### src/rtl/operand_fetch.sv
// Issue stage ahead of the 8-bit ALU: register file, busy scoreboard with writeback bypass,
// and a one-entry registered output slot that holds under downstream stall.
module operand_fetch (
  input  logic       clk_i,
  input  logic       rst_i,
  input  logic [8:0] instr_i,
  input  logic       instr_valid_i,
  output logic       instr_ready_o,
  input  logic       stall_i,
  input  logic       wb_en_i,
  input  logic [2:0] wb_addr_i,
  input  logic [7:0] wb_data_i,
  output logic [2:0] opcode_o,
  output logic [7:0] rs_data_o,
  output logic [7:0] rt_data_o,
  output logic [2:0] dest_o,
  output logic       dest_wr_o,
  output logic       valid_o
);

  localparam logic [0:0] ST_EMPTY = 1'b0;
  localparam logic [0:0] ST_FULL  = 1'b1;

  logic [2:0] op_dec;
  logic [2:0] rs_idx;
  logic [2:0] rt_idx;
  logic       rt_used;
  logic       dest_wr;
  logic       wb_hit_rs;
  logic       wb_hit_rt;
  logic [7:0] rs_val;
  logic [7:0] rt_val;
  logic       hazard;
  logic       held;
  logic       issue;

  logic [7:0] rf_reg [8];
  logic [7:0] busy_reg;
  logic [7:0] busy_next;
  logic [0:0] state_reg;
  logic [0:0] state_next;
  logic [2:0] opcode_reg;
  logic [7:0] rs_data_reg;
  logic [7:0] rt_data_reg;
  logic [2:0] dest_reg;
  logic       dest_wr_reg;

  assign op_dec = instr_i[8:6];
  assign rs_idx = instr_i[5:3];
  assign rt_idx = instr_i[2:0];

  // srl and abs are unary; slt and seq only produce a flag
  assign rt_used = !((op_dec == 3'b011) || (op_dec == 3'b110));
  assign dest_wr = !((op_dec == 3'b101) || (op_dec == 3'b111));

  assign wb_hit_rs = wb_en_i && (wb_addr_i == rs_idx);
  assign wb_hit_rt = wb_en_i && (wb_addr_i == rt_idx);
  assign rs_val    = wb_hit_rs ? wb_data_i : rf_reg[rs_idx];
  assign rt_val    = wb_hit_rt ? wb_data_i : rf_reg[rt_idx];

  assign hazard = (busy_reg[rs_idx] && !wb_hit_rs) ||
                  (rt_used && busy_reg[rt_idx] && !wb_hit_rt);
  assign held   = (state_reg == ST_FULL) && stall_i;

  assign instr_ready_o = !rst_i && !hazard && !held;
  assign issue         = instr_valid_i && instr_ready_o;

  // A new producer claiming a register outranks a writeback retiring the same register
  for (genvar gi = 0; gi < 8; gi++) begin : g_busy
    assign busy_next[gi] = (issue && dest_wr && (rs_idx == 3'(gi))) ||
                           (busy_reg[gi] && !(wb_en_i && (wb_addr_i == 3'(gi))));
  end

  always_comb begin
    state_next = state_reg;
    case (state_reg)
      ST_EMPTY: if (issue) state_next = ST_FULL;
      ST_FULL:  if (!issue && !stall_i) state_next = ST_EMPTY;
      default:  state_next = ST_EMPTY;
    endcase
  end

  always_ff @(posedge clk_i) begin
    if (rst_i) begin
      for (int i = 0; i < 8; i++) rf_reg[i] <= 8'h00;
      busy_reg    <= 8'h00;
      state_reg   <= ST_EMPTY;
      opcode_reg  <= 3'd0;
      rs_data_reg <= 8'h00;
      rt_data_reg <= 8'h00;
      dest_reg    <= 3'd0;
      dest_wr_reg <= 1'b0;
    end else begin
      if (wb_en_i) rf_reg[wb_addr_i] <= wb_data_i;
      busy_reg  <= busy_next;
      state_reg <= state_next;
      if (issue) begin
        opcode_reg  <= op_dec;
        rs_data_reg <= rs_val;
        rt_data_reg <= rt_val;
        dest_reg    <= rs_idx;
        dest_wr_reg <= dest_wr;
      end
    end
  end

  assign opcode_o  = opcode_reg;
  assign rs_data_o = rs_data_reg;
  assign rt_data_o = rt_data_reg;
  assign dest_o    = dest_reg;
  assign dest_wr_o = dest_wr_reg;
  assign valid_o   = (state_reg == ST_FULL);

endmodule

### config.mk
export PLATFORM = sky130hd
export DESIGN_NAME = operand_fetch
export DESIGN_NICKNAME = d
export VERILOG_FILES = /design/src/rtl/operand_fetch.sv
export SDC_FILE = /design/constraint.sdc
export NUM_CORES = 1
export LEC_CHECK = 0
export ABC_AREA = 0
export ABC_CLOCK_PERIOD_IN_PS = 2050
export BUFFER_PORTS_ARGS = -buffer_cell sky130_fd_sc_hd__buf_4
export CORE_ASPECT_RATIO = 1.25
export CORE_MARGIN = 2
export CORE_UTILIZATION = 35
export DETAILED_ROUTE_END_ITERATION = 12
export SLEW_MARGIN = 20
export SYNTH_ARGS = -nofsm -noshare
export SYNTH_HDL_FRONTEND = slang
export SYNTH_SLANG_ARGS = --single-unit
export TNS_END_PERCENT = 1
### constraint.sdc
create_clock -name clk_i -period 2.05 [get_ports clk_i]
set_input_delay 0.205 -clock clk_i [delete_from_list [all_inputs] [get_ports clk_i]]
set_output_delay 0.205 -clock clk_i [all_outputs]
set_load 0.02 [all_outputs]
# Word level (Yosys, flattened, before mapping)
# Memories as Yosys holds them, arrays and structs flattened. A register that Yosys moved wholly into a read port is not among the register bits.
# Cells that the tools add are included.
dict set report word_totals {
  word_cells 110
  ff_bits 16
  memories 1
  output_inout_bits 25
  mem_bits_rw 64
}
# memory words word_bits rd rd_ports_with_merged_regs write_ports line
set memory_table {}
lappend memory_table {rf_reg 8 8 2 2 8 37} ;# logic [7:0] rf_reg [8];
dict set report op_classes {
  eq_ne 20
  n_bitwise 1
  magnitude_cmp 2
  n_reduce_logical 66
  mux 15
}
# op count
set op_table {}
lappend op_table {{$logic_and 1x1->1} 35}
lappend op_table {{$eq 3x3->1 const B} 11}
lappend op_table {{$logic_not 1->1} 17}
lappend op_table {{$eq 3x2->1 const B} 5}
lappend op_table {{$logic_or 1x1->1} 11}
lappend op_table {{$mux 1} 10}
lappend op_table {{$lt 3x4->1 const B} 2}
lappend op_table {{$mux 8} 1}
lappend op_table {{$reduce_or 8->1} 1}
lappend op_table {{$bmux 1 s3} 2}
lappend op_table {{$eq 3x1->1 const B} 2}
lappend op_table {{$eq 3x3->1} 2}
lappend op_table {{$logic_not 3->1} 2}
lappend op_table {{$mux 3} 1}
lappend op_table {{$pmux 1 s2} 1}
lappend op_table {{$not 1->1} 1}

# Depth between registers and ports, before layout
dict set report depth {
  depth_word 14
  depth_mapped 8
}

# Worst setup path before layout
# No wires, ideal clock.
dict set report synth_path {
  kind {register -> register}
  startpoint {register busy_reg[6]}
  endpoint {register dest_reg[0] (netlist: dest_o[0])}
  period_less_slack_ps 1818
  arrival_time_ps 1696
  stages_incl_launch_ff 7
  path_slack_ps 232
  path_cell_list {dfxtp_1 mux4_2 or2_1 a41oi_2 nand2_1 buf_6 mux2_4}
}
dict set report synth_via {
  elab_chain_len 9
  word_cells_on_any_way 12
  classes_between {mux: 4; reduce/logical: 8}
}
# item line
set synth_rtl {}
lappend synth_rtl {{from (decl)} 38} ;# logic [7:0] busy_reg;
lappend synth_rtl {{from (signal assigned)} 95} ;# busy_reg <= busy_next;
lappend synth_rtl {{$bmux 1 s3} 62} ;# (rt_used && busy_reg[rt_idx] && !wb_hit_rt);
lappend synth_rtl {{$mux 1 (implied by the code)} 62}
lappend synth_rtl {{$logic_and 1x1->1 (2 in series)} 62}
lappend synth_rtl {{$logic_or 1x1->1 (*)} 61} ;# assign hazard = (busy_reg[rs_idx] && !wb_hit_rs) ||
lappend synth_rtl {{$logic_not 1->1 (*)} 65} ;# assign instr_ready_o = !rst_i && !hazard && !held;
lappend synth_rtl {{$logic_and 1x1->1 (*) (2 in series)} 65}
lappend synth_rtl {{$logic_and 1x1->1 (*)} 66} ;# assign issue = instr_valid_i && instr_ready_o;
lappend synth_rtl {{to (signal assigned)} 101} ;# dest_reg <= rs_idx;
lappend synth_rtl {{to (decl)} 45} ;# logic [2:0] dest_reg;
# Every way passes the cells marked *; elsewhere a longest branch is shown, timed or not. The select of a mux whose other input is x is not followed.
# A chain may end at the register's enable or synchronous reset.

# Final worst setup path
dict set report layout_path {
  startpoint {register busy_reg[6]}
  endpoint {register opcode_reg[1] (netlist: opcode_o[1])}
}
dict set report layout_via {
  elab_chain_len 9
  word_cells_on_any_way 12
  classes_between {mux: 4; reduce/logical: 8}
}
# item line
set layout_rtl {}
lappend layout_rtl {{$bmux 1 s3} 62}
lappend layout_rtl {{$mux 1 (implied by the code)} 62}
lappend layout_rtl {{$logic_and 1x1->1 (2 in series)} 62}
lappend layout_rtl {{$logic_or 1x1->1 (*)} 61}
lappend layout_rtl {{$logic_not 1->1 (*)} 65}
lappend layout_rtl {{$logic_and 1x1->1 (*) (2 in series)} 65}
lappend layout_rtl {{$logic_and 1x1->1 (*)} 66}
lappend layout_rtl {{to (signal assigned)} 98} ;# opcode_reg <= op_dec;
lappend layout_rtl {{to (decl)} 42} ;# logic [2:0] opcode_reg;
# Marks and branches as above.

==> run summary <==
Cells after Synth = 404
Area of the mapped netlist = 5090 um2
Antenna viol nets, final = 0
Leak = 0.00237 uW
First drt pass iteration count = 6
CTS tree = yes
Fill count = 1,327
Relative slew margins = 0.346
Area share of the largest cell type after synthesis = 0.378
Sequential Area = 2560 um2
Netlist cell types = 35
CP Class = reg2reg
Worst reg2reg path depth = 6
Crit path buf inv count = 1
H-tree depth = 3
Min-delay worst type = in2reg
Most frequent cells in the layout = buf_4, and2_1, edfxtp_1, mux2i_1, mux4_2
Die W = 112 um
Drt drc = 0
CP max FO = 12
Yosys warns = 0
Number of hold buffers added after cts = 0
Hold Crit Start = instr_i[7]
Worst Path Required = 2280 ps
Fin nets = 485
Cell family with most CP delay = multiplexers
Final period util = 0.969
Critical path depth in cells = 6
Status = finished, final reports clean
Starting Density = 0.356
Die H = 139 um
First-pass GRT wire length = 19,100 um
Syn Nets = 429
Die area = 15,500 um2
Vias/cell = 5.24
Antenna Diode Count = 0
Max Freq = 503 MHz
Port bufs = 49
Worst setup startpoint = busy_reg[6]
CP Capture Point = opcode_o[1]
Final setup violation count = 0
Hold Vio Cnt, Final = 0
Final worst path period need = 1990 ps
FF-to-FF setup slack = 60 ps
Post-synth ARST share = 0
CTS Buf Count = 9
Syn_area_per_cell = 12.6 um2
Layout cells sized above 1 = 0.282
DP Wirelength = 8790 um
Setup TNS = 0 ps
Prevailing post-synth register cell = edfxtp_1
Top cells by area, synth = edfxtp_1, mux4_2, dfxtp_1
R2R Path Start = busy_reg[6]
Clk Latency, worst-skew pair = 340 ps
Final Skew = 12.3 ps
CTS root buf = clkbuf_16
Area occupied by multi-input gates = 2380 um2
Area delta synth->final = 19.2%
EDFF count, synth = 64
Synth Register Bits = 96
CP arrival = 2220 ps
Remaining global-route overflow = 0
Gr usage total = 0.156
Vias = 3,368
FP Rows = 49
Vias in the first global route = 3,472
Dpl ws = 20.4 ps
P per Cell Area = 761 nW/um2
I/O Pins = 50
Reg-to-reg critical path endpoint = opcode_o[1]
Fin worst setup slack = 63.8 ps
Clock sink count = 96
Final wirelength = 12,000 um
Actual slew at the worst max-slew pin = 979 ps
Maxcap violations = 0
Core Box Area = 14,300 um2
Pins Over Slew Limit = 0
Worst Hold Slack = 112 ps
Clk pin slew, worst setup/hold paths = 70 ps
Peak supply drop = 0.468 mV
WL per Instance = 18.6 um
Max reg flops = 64
Most common cell after layout, fill and taps aside = buf_4
Iter 0 DRT Violations = 218
Slowest stage delay, CP = 470 ps
Clock buffer depth = 2
Seq/Total Area, Yosys = 0.504
Initial antenna violation count = 0
GPL Wtd Cong = 0.863
CP endpoint kind = register
CP cell instances = mux4_2 > or2_4 > a41oi_4 > nand2_4 > buf_12 > mux2_4
Largest net degree at the start of global routing = 35
Slowest-stage cell, CP = mux4_2
Yosys top cell by area = edfxtp_1
Startpoint Class = register
cells in the mapped netlist (all sizes together), types with 10 or more instances:
library cell and count:
buf 13, clkbuf 13, edfxtp 64, mux4 33
nand4 10, dfxtp 32, inv 14, nand2 18
nand2b 20, o21ai 25, and2 65, mux2i 37
layer usage:
| metal | vias up | track usage | wire [um] |
|---|---|---|---|
| met5 | - | 0 | 0 |
| met4 | 0 | 0.0494 | 158 |
| met3 | 10 | 0.0315 | 465 |
| met2 | 73 | 0.271 | 6250 |
| met1 | 1678 | 0.195 | 5100 |
| li1 | 1607 | - | - |
through the flow:
step                utilization  instances  power, uW  instance area (um2)
finish                    0.424        643       4610                 6060
global route              0.424        643       4820                 6060
CTS                       0.419        640       4620                 5990
detailed placement        0.400        624       3040                 5720
global placement          0.400        624       3030                 5720
floorplan                     -        404       2760                 5090
cell families after synthesis:
kind of cell	count (synthesis)	synth area share
buf+inv	40	0.0334
mux	75	0.234
simple gates	136	0.154
compound gates	50	0.0632
flops	96	0.504
xor+xnor	7	0.0120
layout make-up:
cell class                 instances  area share
clock buffer                      11      0.0384
clock inverter                     5     0.00660
inverter                          14     0.00867
timing repair buffer              71      0.0949
tap                              178      0.0367
multi-input combinational        268       0.392
sequential                        96       0.423
worst register-to-register path, stage by stage, from the launching register on:
cell and delay, ps:
dfxtp_1 330, mux4_2 470, or2_4 260, a41oi_4 260, nand2_4 110, buf_12 170
mux2_4 290
how the worst min path moves through the flow:
stage                  end  cells past startpoint
6_report       opcode_o[1]                      2
5_1_grt        opcode_o[1]                      2
4_1_cts        opcode_o[1]                      2
3_5_place_dp   opcode_o[1]                      2
3_3_place_gp   opcode_o[1]                      2
2_1_floorplan  opcode_o[0]                      1
what timing repair did:
action                     CTS  global route
buffers inserted             0             2
gates resized for setup      0             4
setup endpoints to repair    0             5
power breakdown:
group          switching, uW  internal, uW
clock network            754           838
registers               66.2          2200
logic                    387           370
total                   1210          3410
(Power assumes the default switching activity.)
